===== src/rtl/reg_file_dumper_pkg.sv =====
// Shared constants for the register-file dump initiator: FSM encodings and the zero word.
package reg_file_dumper_pkg;

    localparam logic [31:0] WORD_ZERO = 32'h0000_0000;

    localparam logic [2:0] REG_DUMP_IDLE    = 3'd0;
    localparam logic [2:0] REG_DUMP_ADDR    = 3'd1;
    localparam logic [2:0] REG_DUMP_WAIT    = 3'd2;
    localparam logic [2:0] REG_DUMP_PRESENT = 3'd3;
    localparam logic [2:0] REG_DUMP_FINISH  = 3'd4;

endpackage


===== src/rtl/reg_file_dumper.sv =====
// Walks an inclusive (wrapping) range of register indices on a combinational read port and
// streams (index, value) pairs over valid/ready. Define REG_DUMP_SKIP_ZERO_EN to drop zero words.
module reg_file_dumper
    import reg_file_dumper_pkg::*;
#(
    parameter int DATA_W   = 32,
    parameter int ADDR_W   = 5,
    parameter int READ_LAT = 1
) (
    input  logic              clk,
    input  logic              rst,
    input  logic              start,
    input  logic [ADDR_W-1:0] first_reg,
    input  logic [ADDR_W-1:0] last_reg,
    output logic [ADDR_W-1:0] read_reg,
    input  logic [DATA_W-1:0] read_data,
    output logic              out_valid,
    input  logic              out_ready,
    output logic [ADDR_W-1:0] out_index,
    output logic [DATA_W-1:0] out_data,
    output logic              busy,
    output logic              done
);

    localparam int CNT_W = (READ_LAT > 2) ? $clog2(READ_LAT) : 1;

    logic [2:0]        state;
    logic [ADDR_W-1:0] cur;
    logic [ADDR_W-1:0] last_idx;
    logic [CNT_W-1:0]  wait_cnt;
    logic              skip;
    logic              advance;

`ifdef REG_DUMP_SKIP_ZERO_EN
    // A zero word is consumed on the entry cycle without ever raising out_valid.
    assign skip = (state == REG_DUMP_PRESENT) && !out_valid && (read_data == '0);
`else
    assign skip = 1'b0;
`endif

    assign advance = (state == REG_DUMP_PRESENT) && ((out_valid && out_ready) || skip);

    always_ff @(posedge clk or posedge rst) begin
        if (rst) begin
            state     <= REG_DUMP_IDLE;
            cur       <= '0;
            last_idx  <= '0;
            wait_cnt  <= '0;
            read_reg  <= '0;
            out_valid <= 1'b0;
            out_index <= '0;
            out_data  <= DATA_W'(WORD_ZERO);
            busy      <= 1'b0;
            done      <= 1'b0;
        end else begin
            done <= 1'b0;
            case (state)
                REG_DUMP_IDLE: begin
                    if (start) begin
                        cur      <= first_reg;
                        last_idx <= last_reg;
                        busy     <= 1'b1;
                        state    <= REG_DUMP_ADDR;
                    end
                end
                REG_DUMP_ADDR: begin
                    read_reg <= cur;
                    wait_cnt <= CNT_W'(READ_LAT - 1);
                    state    <= (READ_LAT == 1) ? REG_DUMP_PRESENT : REG_DUMP_WAIT;
                end
                REG_DUMP_WAIT: begin
                    // Leave as the counter reaches zero so read_data is sampled READ_LAT cycles on.
                    wait_cnt <= wait_cnt - 1'b1;
                    if (wait_cnt <= CNT_W'(1))
                        state <= REG_DUMP_PRESENT;
                end
                REG_DUMP_PRESENT: begin
                    if (advance) begin
                        out_valid <= 1'b0;
                        if (cur == last_idx) begin
                            done  <= 1'b1;
                            state <= REG_DUMP_FINISH;
                        end else begin
                            cur   <= cur + 1'b1;
                            state <= REG_DUMP_ADDR;
                        end
                    end else if (!out_valid) begin
                        out_valid <= 1'b1;
                        out_index <= cur;
                        out_data  <= read_data;
                    end
                end
                REG_DUMP_FINISH: begin
                    busy  <= 1'b0;
                    state <= REG_DUMP_IDLE;
                end
                default: state <= REG_DUMP_IDLE;
            endcase
        end
    end

endmodule


===== config.mk =====
export PLATFORM = sky130hd
export DESIGN_NAME = reg_file_dumper
export DESIGN_NICKNAME = d
export VERILOG_FILES = /design/src/rtl/reg_file_dumper_pkg.sv /design/src/rtl/reg_file_dumper.sv
export SDC_FILE = /design/constraint.sdc
export NUM_CORES = 1
export LEC_CHECK = 0
export ABC_AREA = 1
export BUFFER_PORTS_ARGS = -buffer_cell sky130_fd_sc_hd__buf_2
export CORE_ASPECT_RATIO = 1.5
export CORE_MARGIN = 4
export CORE_UTILIZATION = 30
export CTS_CLUSTER_DIAMETER = 40
export DETAILED_ROUTE_END_ITERATION = 8
export PLACE_DENSITY = 0.5
export SYNTH_ARGS = -nofsm -noshare
export SYNTH_HDL_FRONTEND = slang
export SYNTH_SLANG_ARGS = --single-unit

===== constraint.sdc =====
create_clock -name clk -period 3.7 [get_ports clk]
set_clock_uncertainty 0.2 [all_clocks]
set_input_delay 0.37 -clock clk [delete_from_list [all_inputs] [get_ports clk]]
set_output_delay 0.37 -clock clk [all_outputs]
set_load 0.02 [all_outputs]

Word-level counts from Yosys, hierarchy flattened
Index checks and enable logic that the tools add are counted.
- output and inout port bits: 45
- memories kept: 0
- register bits after elaboration: 59
- bits in read-only memories: 0
- word-level logic and storage cells: 51
- latch bits: 0
- RAM bits: 0
- divide/modulo/power cells: 0
- order comparisons: 1
- bitwise operators: 2
- $add $sub $neg: 2
- reduce and logical (&&, ||, !) cells: 11
- shift-type cells: 0
- $mul: 0
- muxes and demuxes: 16
- equal/unequal tests: 9
- operator list (cell ; count):
    2-to-1 mux 5 bit ; 3
    2-to-1 mux 3 bit ; 4
    one-hot mux 3 bit (4 select lines) ; 1
    one-hot mux 5 bit (2 select lines) ; 1
    inequality test 2 bit (second input constant) ; 4
    == test 3 x 2 -> 1 bit (second input constant) ; 2
    AND reduction 3 bit ; 2
    nonzero test 2 bit ; 3
    adder 5 x 1 -> 5 bit (second input constant) ; 1
    == test 5 bit ; 1
    2-to-1 mux 1 bit ; 5
    one-hot mux 1 bit (2 select lines) ; 2
    AND reduction 2 bit ; 2
    AND reduction 4 bit ; 1
    == test 3 x 1 -> 1 bit (second input constant) ; 1
    == test 3 bit (second input constant) ; 1
    logical NOT 3 bit ; 1
    logical AND 1 bit ; 2
    NOT 1 bit ; 2
    less-or-equal comparator 1 bit (second input constant) ; 1
    subtractor 1 bit (second input constant) ; 1

Logic depth before layout (Yosys ltp)
- depth after elaboration: 4
- depth in mapped cells: 8
- gate-level depth less buffers: 8

Worst setup path before layout
OpenSTA, ideal clock, no wires.
- path type: register to register
- start: register out_valid
- end: register cur[2]
- buffers on the path: 0
- library setup time: 117 ps
- required time: 3383 ps
- data arrival time: 1285 ps
- path slack: 2098 ps
- cell stages (with the launch flop): 8
- cells stage by stage: dfrtp_1 > inv_1 > o21ai_2 > nand3_1 > nor2_2 > nand2_1 > nand2_1 > nand2_1
- cells in the longest elaborated chain, start to end: 4
- RTL lines (element ; RTL line ; source):
    start, declared ; reg_file_dumper.sv:17 ; output logic out_valid,
    start signal, assigned ; reg_file_dumper.sv:50 ; out_valid <= 1'b0;
    start signal, assigned ; reg_file_dumper.sv:79 ; out_valid <= 1'b0;
    start signal, assigned ; reg_file_dumper.sv:88 ; out_valid <= 1'b1;
    logical AND 1 bit (2 in series) ; reg_file_dumper.sv:41 ; assign advance = (state == REG_DUMP_PRESENT) && ((out_valid && out_ready) || skip);
    inequality test 2 bit (no source line) ; n/a ;
    AND reduction 4 bit (no source line) ; n/a ;
    end signal, assigned ; reg_file_dumper.sv:60 ; cur <= first_reg;
    end signal, assigned ; reg_file_dumper.sv:84 ; cur <= cur + 1'b1;
    end, declared ; reg_file_dumper.sv:28 ; logic [ADDR_W-1:0] cur;
Every way passes these cells.
A chain may end at the register's enable or synchronous reset.

Worst setup path after layout
- start: register state[0]
- end: register out_data[6]
- cells in the longest elaborated chain, start to end: 4
- RTL lines (element ; RTL line ; source):
    start, declared ; reg_file_dumper.sv:27 ; logic [2:0] state;
    start signal, assigned ; reg_file_dumper.sv:69 ; state <= (READ_LAT == 1) ? REG_DUMP_PRESENT : REG_DUMP_WAIT;
    == test 3 x 2 -> 1 bit (*) ; reg_file_dumper.sv:41, reg_file_dumper.sv:57 ;
    logical AND 1 bit ; reg_file_dumper.sv:41 ;
    NOT 1 bit (no source line) ; n/a ;
    AND reduction 3 bit (no source line) (*) ; n/a ;
    end signal, assigned ; reg_file_dumper.sv:52 ; out_data <= DATA_W'(WORD_ZERO);
    end signal, assigned ; reg_file_dumper.sv:90 ; out_data <= read_data;
    end, declared ; reg_file_dumper.sv:20 ; output logic [DATA_W-1:0] out_data,
Mark *: on every way between the ends. The rest lies on a longest branch, timed or not.

==> out/qor.yml <==
status: "finished clean"
syn_nets: 262
setup.worst_path.end: "out_data[6]"
insertion_delay_ns: 0.32
max_cap_viol_count: 0
overflow: 0
grt_pass1_vias: 1903
ys.flop_type: "dfrtp_1"
die_x_um: 83.1
syn_to_final_growth_pct: 35.5
fin_ws_ns: 1.81
tightest_slew_ns: 0.916
via_per_inst: 4.32
hold_class: "input pin to async pin"
nets: 359
cts_hold_buffers: 0
layout_common_cells: "90 x buf_2, 58 x dfrtp_1, 45 x nand2_1"
antenna_cells: 0
via_count: 1824
r2r-end: "out_data[6]"
final_common_cell: "buf_2"
clk_pin_slew_ns: 0.05
p_int_mw: 2.31
cp_max_fo: 42
crit_path_end_kind: "flop"
startpoint_type: "flop"
synth_xor_area_share_pct: 1.04
r2r-start: "state[0]"
p_sw_mw: 1.30
cts_setup_buffers: 0
synth_cell_types: 22
rows: 40
yosysTopAreaCell: "dfrtp_1"
switching_share_pct: 36.0
clockBufferDepth: 2
slew_headroom_pct: 38.8
post_synth_main_area_contributors: "dfrtp_1 57%, mux2_4 18%, nand2_1 6.7%"
place_congestion: 0.732
layout-drive-gt1-share_pct: 46.4
synth_compound_area_share_pct: 4.29
cts-resized-gates: 0
grt_max_degree: 45
core_area_um2: 8110
critPathKind: "flop to flop"
rsz0062_at_grt: "false"
die_area_um2: 10000
clockRootBuffer: "clkbuf_16"
dp_slack_ns: 1.79
grt_use_total_pct: 11.9
crit_required_ns: 3.70
dp_hpwl_mm: 4.10
yosys.area_share.simple_pct: 13.8
setup_viol: 0
finalHoldViolations: 0
synth_seq_cells: 58
power_frac_seq_pct: 31.0
cts.sinks: 58
largest_reg_flops: 32
yosysWarnings: 0
p_leak_nw: 1.84
whs_ns: 0.0573
ir_drop_mv: 0.486
grt_pass1_wl_mm: 9.33
reg2reg_slack_ns: 1.81
cts_buffers: 9
start_util_pct: 31.3
drc: 0
synth_top_family_by_area: "multiplexers"
synth-seq-area-share_pct: 57.2
ant_nets: 0
htree_levels: 3
critPathArrivalTime_ns: 1.89
avgSynthCellArea_um2: 11.8
clkPwrFrac_pct: 26.6
fmax_mhz: 529
power_frac_comb_pct: 42.3
routed_wl_mm: 5.69
antenna_found_initial: 0
synthCells: 215
wl_per_cell_um: 13.5
min_period_ns: 1.89
initialDrtViolationCount: 71
synth_top_area_share_pct: 57.2
power_density_nw_per_um2: 1050
chipHeight_um: 121
async_flop_share_pct: 100
largest_register: "out_data"
port_buffers: 90
syn_area_um2: 2540
reg2reg_depth: 4
synthMuxAreaShare_pct: 19.1
synth_edf_count: 0
cp-startpoint: "state[0]"
synth_fa_ha_area_share_pct: 0.493
finalSetupTns_ns: 0
pin_count: 91
drtPass1Iterations: 4
cts_tree: "yes"
final_max_slew_viol_count: 0
period_share_pct: 51.1
==> per-stage QoR <==
step	power [mW]	util, %	cells	cell area, um2
finish	3.61	42.4	422	3440
global route	3.85	42.4	422	3440
CTS	3.68	42.4	422	3440
detailed placement	2.68	38.1	406	3090
global placement	2.67	38.1	406	3090
floorplan	2.28	-	215	2540
==> kinds of logic after synthesis <==
logic type                 count (synthesis)
DFF                                       58
muxes                                     33
AOI/OAI and AO/OA                         21
buffers and inverters                     22
and+or+nand+nor                           77
xor gates and xnor gates                   3
adders and majority gates                  1
==> power groups by stage <==
stage | combinational [mW] | clock (mW) | sequential, mW
6_report | 1.53 | 0.962 | 1.12
5_1_grt | 1.67 | 1.02 | 1.16
4_1_cts | 1.56 | 0.991 | 1.12
3_5_place_dp | 1.55 | 0 | 1.13
3_3_place_gp | 1.54 | 0 | 1.13
2_1_floorplan | 0.887 | 0 | 1.39
==> worst min path at each step <==
| stage | endpoint | slack (ns) | cells after the start |
|---|---|---|---|
| finish | out_index[0] | 0.06 | 2 |
| global route | out_data[9] | 0.07 | 2 |
| CTS | out_data[15] | 0.07 | 2 |
| detailed placement | out_index[2] | 0.27 | 2 |
| global placement | read_reg[4] | 0.26 | 2 |
| floorplan | cur[4] | 0.28 | 2 |
==> cells in the mapped netlist, types with 2 or more instances <==
cell and n:
dfrtp_1 58, nand2_1 45, mux2_4 30, inv_1 17
o21ai_0 16, nand3_1 12, nor2_1 11, a21oi_1 4
buf_6 3, mux2_2 3, nor3_1 3, clkbuf_1 2
xnor2_1 2
==> area by class of cell <==
| cell class | count | area (um2) |
|---|---|---|
| sequential | 58 | 1450 |
| inverter | 17 | 63.8 |
| clock inverter | 5 | 100 |
| multi-input combinational | 135 | 981 |
| clock buffer | 11 | 253 |
| tap | 105 | 131 |
| timing repair buffer | 91 | 458 |
| fill | 829 | 4670 |
==> routing by layer <==
metal | wire length [um] | up-vias | global-route usage [%] | part of all wire [%]
met4 | 146 | 0 | 7.98 | 2.6
li1 | - | 908 | - | -
met1 | 2410 | 849 | 13.2 | 42
met5 | 0 | - | 0 | 0
met2 | 2840 | 58 | 19.7 | 50
met3 | 294 | 9 | 3.14 | 5.2
==> critical path, stage by stage (launching register included) <==
cell and delay [ns]:
dfrtp_1 0.42, nand2_2 0.15, nor2_8 0.07, nand2_4 0.51
mux2_2 0.40
(Power assumes the default switching activity.)
